### src/rtl/pipe_adder_n_pkg.sv
// Shared constants and helpers for the segmented pipelined adder.
package pipe_adder_n_pkg;

  localparam int DEF_WIDTH = 16;
  localparam int DEF_SEG   = 4;

  // Number of pipeline stages for a given operand width and segment size.
  function automatic int calc_stages(input int width, input int seg);
    int n;
    n = width / seg;
    return (n < 1) ? 1 : n;
  endfunction

endpackage

### src/rtl/pipe_adder_n_seg_adder.sv
// SEG-bit ripple-carry adder; also exposes the carry into its top bit for overflow detection.
module seg_adder #(
  parameter int SEG = 4
) (
  input  logic [SEG-1:0] a,
  input  logic [SEG-1:0] b,
  input  logic           c_in,
  output logic [SEG-1:0] sum,
  output logic           c_out,
  output logic           c_msb_in
);

  logic [SEG:0] c;

  always_comb begin
    sum  = '0;
    c    = '0;
    c[0] = c_in;
    for (int i = 0; i < SEG; i++) begin
      sum[i]   = a[i] ^ b[i] ^ c[i];
      c[i+1]   = (a[i] & b[i]) | (c[i] & (a[i] ^ b[i]));
    end
  end

  assign c_out    = c[SEG];
  assign c_msb_in = c[SEG-1];

endmodule

### src/rtl/pipe_adder_n.sv
// Pipelined add/subtract, one SEG-bit segment per stage, valid/ready flow control.
// Optional unsigned saturation when PIPE_ADDER_SAT_EN is defined.
module pipe_adder_n
  import pipe_adder_n_pkg::*;
#(
  parameter int WIDTH = DEF_WIDTH,
  parameter int SEG   = DEF_SEG
) (
  input  logic             clk,
  input  logic             rst,
  input  logic             in_valid,
  output logic             in_ready,
  input  logic [WIDTH-1:0] a,
  input  logic [WIDTH-1:0] b,
  input  logic             c_in,
  input  logic             sub,
  output logic             out_valid,
  input  logic             out_ready,
  output logic [WIDTH-1:0] sum,
  output logic             c_out,
  output logic             ovf
);

  localparam int STAGES = calc_stages(WIDTH, SEG);

  logic             adv;
  logic             out_valid_q;
  logic [WIDTH-1:0] sum_q;
  logic             c_out_q;
  logic             ovf_q;

  // The whole pipeline moves together; a stalled output freezes every stage.
  assign adv      = !out_valid_q || out_ready;
  assign in_ready = adv;

  // Stage k owns the registers that feed it; stage 0 works straight off the inputs.
  for (genvar k = 0; k < STAGES; k++) begin : g_stage
    logic [WIDTH-k*SEG-1:0] op_a;
    logic [WIDTH-k*SEG-1:0] op_b;
    logic                   op_v;
    logic                   op_sub;
    logic                   op_c;
    logic [(k+1)*SEG-1:0]   res_sum;
    logic [SEG-1:0]         seg_sum;
    logic                   seg_co;
    logic                   seg_cm;

    if (k == 0) begin : g_in
      assign op_a    = a;
      assign op_b    = sub ? ~b : b;
      assign op_v    = in_valid;
      assign op_sub  = sub;
      assign op_c    = sub | c_in;
      assign res_sum = seg_sum;
    end else begin : g_reg
      logic                   v_q;
      logic                   sub_q;
      logic                   c_q;
      logic [WIDTH-k*SEG-1:0] a_q;
      logic [WIDTH-k*SEG-1:0] b_q;
      logic [k*SEG-1:0]       sum_lo_q;

      always_ff @(posedge clk) begin
        if (rst) begin
          v_q <= 1'b0;
        end else if (adv) begin
          v_q <= g_stage[k-1].op_v;
        end
      end

      // NOTE: datapath registers carry no reset; the valid bit alone qualifies them.
      always_ff @(posedge clk) begin
        if (adv) begin
          sub_q    <= g_stage[k-1].op_sub;
          c_q      <= g_stage[k-1].seg_co;
          a_q      <= g_stage[k-1].op_a[WIDTH-(k-1)*SEG-1:SEG];
          b_q      <= g_stage[k-1].op_b[WIDTH-(k-1)*SEG-1:SEG];
          sum_lo_q <= g_stage[k-1].res_sum;
        end
      end

      assign op_a    = a_q;
      assign op_b    = b_q;
      assign op_v    = v_q;
      assign op_sub  = sub_q;
      assign op_c    = c_q;
      assign res_sum = {seg_sum, sum_lo_q};
    end

    seg_adder #(.SEG(SEG)) u_seg (
      .a        (op_a[SEG-1:0]),
      .b        (op_b[SEG-1:0]),
      .c_in     (op_c),
      .sum      (seg_sum),
      .c_out    (seg_co),
      .c_msb_in (seg_cm)
    );

    // Only the top segment's MSB carry-in matters for signed overflow.
    if (k != STAGES - 1) begin : g_cm_sink
      logic unused_cm;
      assign unused_cm = seg_cm;
    end
  end

  logic [WIDTH-1:0] final_sum;
  logic [WIDTH-1:0] sat_sum;
  logic             final_v;
  logic             final_sub;
  logic             final_co;
  logic             final_cm;

  assign final_sum = g_stage[STAGES-1].res_sum;
  assign final_v   = g_stage[STAGES-1].op_v;
  assign final_sub = g_stage[STAGES-1].op_sub;
  assign final_co  = g_stage[STAGES-1].seg_co;
  assign final_cm  = g_stage[STAGES-1].seg_cm;

`ifdef PIPE_ADDER_SAT_EN
  // Unsigned clamp: add overflow pins high, subtract borrow pins low.
  always_comb begin
    sat_sum = final_sum;
    if (!final_sub && final_co) begin
      sat_sum = '1;
    end else if (final_sub && !final_co) begin
      sat_sum = '0;
    end
  end
`else
  logic unused_sub;
  assign unused_sub = final_sub;
  assign sat_sum    = final_sum;
`endif

  always_ff @(posedge clk) begin
    if (rst) begin
      out_valid_q <= 1'b0;
      sum_q       <= '0;
      c_out_q     <= 1'b0;
      ovf_q       <= 1'b0;
    end else if (adv) begin
      out_valid_q <= final_v;
      sum_q       <= sat_sum;
      c_out_q     <= final_co;
      ovf_q       <= final_cm ^ final_co;
    end
  end

  assign out_valid = out_valid_q;
  assign sum       = sum_q;
  assign c_out     = c_out_q;
  assign ovf       = ovf_q;

endmodule

### config.mk
export PLATFORM = sky130hd
export DESIGN_NAME = pipe_adder_n
export DESIGN_NICKNAME = d
export VERILOG_FILES = /design/src/rtl/pipe_adder_n_pkg.sv /design/src/rtl/pipe_adder_n_seg_adder.sv /design/src/rtl/pipe_adder_n.sv
export SDC_FILE = /design/constraint.sdc
export NUM_CORES = 1
export LEC_CHECK = 0
export ABC_CLOCK_PERIOD_IN_PS = 3400
export CORE_ASPECT_RATIO = 0.7
export CORE_MARGIN = 2
export CORE_UTILIZATION = 53
export CTS_CLUSTER_SIZE = 16
export DETAILED_ROUTE_END_ITERATION = 12
export PLACE_DENSITY_LB_ADDON = 0.08
export SETUP_SLACK_MARGIN = 0.4
export SLEW_MARGIN = 20
export SYNTH_ARGS = -nofsm -noshare
export SYNTH_HDL_FRONTEND = slang
export SYNTH_HIERARCHICAL = 1
export SYNTH_SLANG_ARGS = --single-unit
### constraint.sdc
create_clock -name clk -period 3.4 [get_ports clk]
set_input_delay 0.51 -clock clk [delete_from_list [all_inputs] [get_ports clk]]
set_output_delay 0.51 -clock clk [all_outputs]
set_load 0.005 [all_outputs]
==> impl_metrics.env, run 1 <==
export IMPL_outcome="completed"
export IMPL_numClockSinks=97
export IMPL_rows=25
export IMPL_synth_cell_types=16
export IMPL_netlist_area_um2=3640
export IMPL_p_leak_nw=1.78
export IMPL_yosysSeqAreaShare_pct=73.9
export IMPL_grt_overflow_total=0
export IMPL_cts_made_buffers=9
export IMPL_hold_path_class="reg2reg"
export IMPL_tightest_slew_ps=907
export IMPL_ir_worst_vdd_uv=291
export IMPL_drt_pass1_iterations=4
export IMPL_final_util_pct=66.7
export IMPL_yosys_top_cells_area="edfxtp_1 (62%), dfxtp_1 (12%), fa_1 (8.8%), nand2_1 (4.1%), xor2_1 (3.8%)"
export IMPL_area_growth_syn_to_layout_pct=22.5
export IMPL_syn_inst=237
export IMPL_drive_gt1_share_pct=6.86
export IMPL_cts_buffer_depth=2
export IMPL_slew_viol_final=0
export IMPL_switching_power_mw=0.527
export IMPL_worstPathRequired_ps=3490
export IMPL_synth_top_area_share_pct=61.8
export IMPL_drtIter0Drc=56
export IMPL_slew_headroom_pct=39.4
export IMPL_avgRoutedWirePerCell_um=12.3
export IMPL_synth_fp_nets=291
export IMPL_die_height_um=73.4
export IMPL_swShare_pct=21.3
export IMPL_power_frac_seq_pct=62.5
export IMPL_drc=0
export IMPL_maxCapViolations=0
export IMPL_p_total_mw=2.48
export IMPL_die_x_um=103
export IMPL_yosys_area_top_type="edfxtp_1"
export IMPL_cp_max_fo=4
export IMPL_synth_compound_area_share_pct=3.09
export IMPL_track_usage_pct=15.0
export IMPL_place_congestion=0.736
export IMPL_antenna_found_initial=0
export IMPL_start_kind="primary input"
export IMPL_ios=58
export IMPL_period_needed_ps=2680
export IMPL_synthAdderAreaFrac_pct=8.79
export IMPL_crit_arrival_ps=2780
export IMPL_cp_end_kind="flop"
export IMPL_ctsHoldBuffers=0
export IMPL_hold_ws_ps=414
export IMPL_place_ws_ps=322
export IMPL_layout_common_cells="edfxtp_1 (75), clkdlybuf4s50_1 (57), nand2_1 (40)"
export IMPL_fin_crit_sh_pct=78.9
export IMPL_timing_worst_setup_path_type="in2reg"
export IMPL_portBuffers=57
export IMPL_setup_tns_ps=0
export IMPL_clock_latency_ps=350
export IMPL_dieArea_um2=7560
export IMPL_synth_xor_area_share_pct=4.09
export IMPL_combPwrFrac_pct=12.2
export IMPL_synth_top_family_by_area="adder cells"
export IMPL_grt_max_degree=45
export IMPL_nNetsFinal=355
export IMPL_cts_tree="built"
export IMPL_setup_ws_ps=717
export IMPL_clock_tree_root_cell="clkbuf_8"
export IMPL_ys_ff_latch=97
export IMPL_htreeDepth=3
export IMPL_cts_resized=0
export IMPL_muxShareOfSynthArea_pct=0
export IMPL_start_util_pct=54.4
export IMPL_first_global_vias=1803
export IMPL_clock_fmax_mhz=373
export IMPL_clock_skew_final_ps=9.38
export IMPL_clockPowerShare_pct=25.3
export IMPL_final_common_cell="edfxtp_1"
export IMPL_fp_coreArea_um2=6690
export IMPL_hold_viol_final=0
export IMPL_p_int_mw=1.95
export IMPL_setup_viol=0
export IMPL_num_antenna_cells=0
export IMPL_antenna_left=0
export IMPL_power_density_nw_per_um2=556
export IMPL_routed_wl_um=4910
export IMPL_place_detailed_hpwl_um=3300
export IMPL_via_per_inst=4.51
export IMPL_num_vias=1804
export IMPL_post_cts_buffers=0
export IMPL_ys_warn_count=6
export IMPL_fillers=510
export IMPL_grt_pass1_wl_um=7960
export IMPL_avgSynthCellArea_um2=15.4
export IMPL_yosys_area_share_simple_pct=4.98
export IMPL_rsz0062_at_grt="false"
export IMPL_clkTransAtPathRegs_ps=80
## sequential cells by signal, summed over array words and instances (netlist names)
signal and count:
g_stage.g_reg.c_q 3, c_out 1, ovf 1, g_stage.g_reg.v_q 2, g_stage.g_reg.sum_lo_q 24, out_valid 1
g_stage.g_reg.a_q 24, sum 16, g_stage.g_reg.b_q 24, final_v 1
## cell families after synthesis
logic type                 Yosys count
AOI/OAI and AO/OA                   21
adders and majority gates           16
buffers and inverters               41
xor gates and xnor gates            17
DFF                                 97
and+or+nand+nor                     45
## critical path, cell delays in order
cell	delay [ps]
clkdlybuf4s50_1	570
xor2_1	210
fa_1	190
inv_1	50
fa_1	390
fa_1	380
inv_1	80
fa_1	400
## per-stage QoR
stage	instances	instance area, µm²
finish	400	4460
global route	400	4460
CTS	400	4460
detailed placement	384	4300
global placement	384	4300
floorplan	237	3640
## power groups by stage
stage	Combinational, mW	Clock (mW)	Sequential [mW]
2_1_floorplan	0.144	0	1.57
3_3_place_gp	0.295	0	1.57
3_5_place_dp	0.307	0	1.58
4_1_cts	0.310	0.652	1.55
5_1_grt	0.349	0.699	1.57
6_report	0.303	0.627	1.55
## layout make-up
type	instances	area (µm²)	area share, %
Sequential cell	97	2690	60.3
Multi-Input combinational cell	99	763	17.1
Timing Repair Buffer	61	601	13.5
Clock buffer	13	149	3.34
Inverter	33	125	2.80
Tap cell	94	118	2.63
Clock inverter	3	16.3	0.364
## Yosys cell counts (all sizes together)
library cell and count:
a211oi 1, a21oi 20, buf 6, clkbuf 2
dfxtp 22, edfxtp 75, fa 16, inv 33
nand2 40, nor2 3, nor2b 1, or2 1
xnor2 1, xor2 16
## path summary, 6_finish.rpt
path	slack (ps)	from	cells past startpoint	to
setup / recovery	720	sub	8	g_stage[1].g_reg.sum_lo_q[3]
hold / removal	410	g_stage[1].g_reg.a_q[10]	0	g_stage[2].g_reg.a_q[6]
setup reg to reg	1260	g_stage[3].g_reg.a_q[0]	8	ovf
hold reg to reg	410	g_stage[1].g_reg.a_q[10]	0	g_stage[2].g_reg.a_q[6]
## metal layers
metal,vias up,global-route usage (%),share of wire [%]
li1,900,-,-
met1,857,15.6,41
met2,38,26.3,52
met3,9,6.47,5.6
met4,0,7.02,1.9
met5,-,0,0
(Power assumes the default switching activity.)
==> run 2: changes to the inputs <==
- ABC_CLOCK_PERIOD_IN_PS: 3400 -> 2300
- CORE_UTILIZATION: 53 -> 48
- clock period: 3.4 -> 2.3 ns (I/O delays scaled with it)
==> impl_metrics.env, run 2 (synthesized netlist as in run 1, its figures left out) <==
export IMPL_ctsHoldBuffers=0
export IMPL_drt_pass1_iterations=4
export IMPL_slew_headroom_pct=76.4
export IMPL_antenna_found_initial=0
export IMPL_grt_max_degree=70
export IMPL_clock_skew_final_ps=8.75
export IMPL_portBuffers=57
export IMPL_slew_viol_final=0
export IMPL_timing_worst_setup_path_type="reg2reg"
export IMPL_tightest_slew_ps=354
export IMPL_place_congestion=0.709
export IMPL_die_height_um=76.9
export IMPL_clkTransAtPathRegs_ps=90
export IMPL_start_kind="flop"
export IMPL_power_density_nw_per_um2=821
export IMPL_grt_overflow_total=0
export IMPL_clock_latency_ps=340
export IMPL_period_needed_ps=2080
export IMPL_setup_viol=0
export IMPL_start_util_pct=49.8
export IMPL_first_global_vias=1716
export IMPL_rsz0062_at_grt="true"
export IMPL_area_growth_syn_to_layout_pct=27.1
export IMPL_routed_wl_um=5010
export IMPL_cp_end_kind="flop"
export IMPL_rows=26
export IMPL_drive_gt1_share_pct=19.9
export IMPL_crit_arrival_ps=2360
export IMPL_htreeDepth=3
export IMPL_cts_buffer_depth=2
export IMPL_maxCapViolations=0
export IMPL_ios=58
export IMPL_rrSetupSlack_ps=220
export IMPL_cts_made_buffers=9
export IMPL_antenna_left=0
export IMPL_multi_input_area_um2=833
export IMPL_via_per_inst=4.53
export IMPL_reg_top3="g_stage.g_reg.a_q: 24 flops, g_stage.g_reg.b_q: 24 flops, g_stage.g_reg.sum_lo_q: 24 flops"
export IMPL_p_leak_nw=1.83
export IMPL_cts_tree="built"
export IMPL_die_x_um=108
export IMPL_outcome="completed"
export IMPL_nNetsFinal=361
export IMPL_drtIter0Drc=71
export IMPL_fp_coreArea_um2=7320
export IMPL_hold_ws_ps=423
export IMPL_drc=0
export IMPL_clock_tree_root_cell="clkbuf_8"
export IMPL_layout_common_cells="edfxtp_1 (75), clkdlybuf4s50_1 (51), nand2_1 (38)"
export IMPL_final_common_cell="edfxtp_1"
export IMPL_num_antenna_cells=0
export IMPL_fillers=560
export IMPL_clock_fmax_mhz=480
export IMPL_hold_viol_final=0
export IMPL_track_usage_pct=13.2
export IMPL_numClockSinks=97
export IMPL_cp_max_fo=2
export IMPL_dieArea_um2=8320
export IMPL_worstPathRequired_ps=2570
export IMPL_regArea_um2=2690
export IMPL_num_vias=1859
export IMPL_place_detailed_hpwl_um=3150
export IMPL_fin_crit_sh_pct=90.6
export IMPL_ir_worst_vdd_uv=415
export IMPL_avgRoutedWirePerCell_um=12.2
export IMPL_setup_tns_ps=0
export IMPL_hold_path_class="reg2reg"
export IMPL_grt_pass1_wl_um=8090
run 2: cell types whose count changed in the layout (fill, tap and decap cells not counted), sizes merged, moves of 2 or more:
cell	before	now
buf	4	12
clkbuf	13	10
clkdlybuf4s50	57	51
clkinvlp	0	2
dlymetal6s2s	0	2
run 2: path summary, 6_finish.rpt:
check                               start                      end  depth (start not counted)
setup / recovery     g_stage[3].g_reg.c_q                      ovf                          8
hold / removal    g_stage[2].g_reg.b_q[6]  g_stage[3].g_reg.b_q[2]                          0
setup reg to reg     g_stage[3].g_reg.c_q                      ovf                          8
hold reg to reg   g_stage[2].g_reg.b_q[6]  g_stage[3].g_reg.b_q[2]                          0
run 2: critical path, cell delays in order, from the launching register on:
cell and delay (ps):
edfxtp_1 410, fa_2 390, inv_2 60, fa_2 190
fa_2 190, inv_2 50, fa_2 390, xnor2_2 160
a211oi_2 170
run 2: layout make-up:
type                            instances  area share [%]
Timing Repair Buffer                   67            14.4
Multi-Input combinational cell         99            18.0
Clock inverter                          6           0.892
Tap cell                               98            2.65
Clock buffer                           10            3.22
Inverter                               33            2.73
Sequential cell                        97            58.2
run 2: stage by stage:
step | util, % | worst slack, ps | power [mW] | area [µm²] | cells
6_report | 63.2 | 217 | 3.80 | 4630 | 410
4_1_cts | 62.6 | 201 | 3.83 | 4590 | 408
3_3_place_gp | 59.8 | -431 | 2.78 | 4380 | 390
2_1_floorplan | - | 71.4 | 2.55 | 3700 | 237
3_5_place_dp | 59.8 | -462 | 2.81 | 4380 | 390
5_1_grt | 63.2 | 120 | 4.01 | 4630 | 410
run 2: layer usage:
layer | global-route usage (%) | share of wire, % | vias up
met5 | 0 | 0 | -
met4 | 5.00 | 1.0 | 0
met3 | 5.10 | 5.1 | 6
met2 | 20.6 | 51 | 43
met1 | 16.9 | 43 | 895
li1 | - | - | 915
run 2: repair_timing:
| action | CTS | global route |
|---|---|---|
| pin swaps | 8 | 10 |
| resized for setup | 13 | 15 |
| hold endpoints to repair | 0 | 0 |
| setup buffers | 2 | 2 |
| setup endpoints to repair | 10 | 9 |
run 2: power by group:
group	total (mW)	switching, mW	internal [mW]
registers	2.29	0.0891	2.20
clock network	1.00	0.547	0.457
logic	0.505	0.206	0.299
total	3.80	0.842	2.96
==> run 3: changes to the inputs <==
- CORE_MARGIN: 2 -> not set
- PLACE_DENSITY: not set -> 0.73
- PLACE_DENSITY_LB_ADDON: 0.08 -> not set
==> impl_metrics.env, run 3 (synthesized netlist as in run 1, its figures left out) <==
export IMPL_slew_viol_final=0
export IMPL_clock_latency_ps=350
export IMPL_clock_skew_final_ps=12.3
export IMPL_hold_ws_ps=415
export IMPL_critical_path_top_delay_family="adder cells"
export IMPL_antenna_left=0
export IMPL_num_vias=1813
export IMPL_crit_arrival_ps=2150
export IMPL_dp_cells=390
export IMPL_clkTransAtPathRegs_ps=90
export IMPL_place_congestion=0.746
export IMPL_cts_buffer_depth=2
export IMPL_rows=26
export IMPL_drive_gt1_share_pct=18.1
export IMPL_first_global_vias=1780
export IMPL_num_antenna_cells=0
export IMPL_grt_max_degree=66
export IMPL_drt_pass1_iterations=4
export IMPL_numClockSinks=97
export IMPL_period_needed_ps=2050
export IMPL_fp_coreArea_um2=7320
export IMPL_cp_slowest_cell="fa_2"
export IMPL_reg_top3="g_stage.g_reg.a_q: 24 flops, g_stage.g_reg.b_q: 24 flops, g_stage.g_reg.sum_lo_q: 24 flops"
export IMPL_dieArea_um2=7950
export IMPL_clock_fmax_mhz=487
export IMPL_hold_path_class="reg2reg"
export IMPL_worstPathCellList="fa_2 > inv_2 > fa_2 > fa_2 > inv_2 > fa_2"
export IMPL_cts_made_buffers=9
export IMPL_place_detailed_hpwl_um=3360
export IMPL_drtIter0Drc=38
export IMPL_die_height_um=74.9
export IMPL_tightest_slew_ps=365
export IMPL_area_growth_syn_to_layout_pct=26.9
export IMPL_rsz0062_at_grt="true"
export IMPL_p_total_mw=3.93
export IMPL_place_area_um2=4370
export IMPL_via_per_inst=4.45
export IMPL_design_area_um2=4620
export IMPL_p_leak_nw=1.82
export IMPL_portBuffers=57
export IMPL_ctsHoldBuffers=0
export IMPL_critPathBufInv=2
export IMPL_avgRoutedWirePerCell_um=12.6
export IMPL_slowest_delay_ps=410
export IMPL_start_kind="flop"
export IMPL_cp_end_kind="flop"
export IMPL_final_util_pct=63.2
export IMPL_cts_tree="built"
export IMPL_routed_wl_um=5120
export IMPL_drc=0
export IMPL_power_density_nw_per_um2=851
export IMPL_antenna_found_initial=0
export IMPL_final_common_cell="edfxtp_1"
export IMPL_start_util_pct=49.8
export IMPL_maxCapViolations=0
export IMPL_grt_pass1_wl_um=8290
export IMPL_layout_common_cells="edfxtp_1 (75), clkdlybuf4s50_1 (51), nand2_1 (40)"
export IMPL_outcome="completed"
export IMPL_ir_worst_vdd_uv=503
export IMPL_slew_headroom_pct=75.7
export IMPL_die_x_um=106
export IMPL_grt_overflow_total=0
export IMPL_clock_tree_root_cell="clkbuf_8"
export IMPL_cp_max_fo=1
export IMPL_ios=58
export IMPL_hold_viol_final=0
export IMPL_cp_common_cell="fa_2"
export IMPL_setup_viol=0
export IMPL_fin_cells=407
export IMPL_worstPathRequired_ps=2400
export IMPL_fin_crit_sh_pct=89.2
export IMPL_track_usage_pct=14.7
export IMPL_htreeDepth=3
export IMPL_nNetsFinal=358
export IMPL_timing_worst_setup_path_type="reg2reg"
-- run 3: changes by cell type in the layout (fill, tap and decap cells not counted), moves of 2 or more --
cell,previous run,this run
buf_4,9,6
bufinv_16,0,2
nand2_1,38,40
nand2_2,2,0
-- run 3: worst register-to-register path: stages, from the launching register on --
cell and delay [ps]:
edfxtp_1 380, fa_2 220, inv_2 40, fa_2 340
fa_2 350, inv_2 60, fa_2 410
-- run 3: worst paths after layout --
kind | start | cells past startpoint | endpoint | slack [ps]
worst max-delay path | g_stage[1].g_reg.c_q | 6 | g_stage[2].g_reg.sum_lo_q[7] | 250
worst min-delay path | g_stage[2].g_reg.a_q[7] | 0 | g_stage[3].g_reg.a_q[3] | 420
worst max register to register | g_stage[1].g_reg.c_q | 6 | g_stage[2].g_reg.sum_lo_q[7] | 250
worst min register to register | g_stage[2].g_reg.a_q[7] | 0 | g_stage[3].g_reg.a_q[3] | 420
-- run 3: layer usage --
| metal | global-route usage, % | share of wire, % |
|---|---|---|
| met1 | 16.3 | 41 |
| met3 | 6.32 | 5.2 |
| met2 | 25.4 | 51 |
| met4 | 6.33 | 2.4 |
| met5 | 0 | 0 |
-- run 3: cell type report --
class,instances,area [µm²]
Multi-Input combinational cell,99,830
Fill cell,560,2700
Sequential cell,97,2690
Clock buffer,10,128
Clock inverter,6,83.8
Tap cell,98,123
Timing Repair Buffer,64,638
Inverter,33,129
-- run 3: where the power goes --
part	leakage [nW]	total (mW)	internal (mW)	switching, mW
clock	0.0999	1.14	0.607	0.538
sequential	0.975	2.30	2.20	0.0935
combinational	0.745	0.493	0.290	0.203
-- run 3: metrics by stage --
step | setup TNS (ps) | setup slack (ps)
floorplan | 0 | 71.4
global placement | -749 | -410
detailed placement | -916 | -477
CTS | 0 | 220
global route | 0 | 157
finish | 0 | 247
-- run 3: what timing repair did --
action | CTS | global route
resized for setup | 15 | 12
buffers inserted | 1 | 0
pin swaps | 12 | 9
setup endpoints to repair | 11 | 10
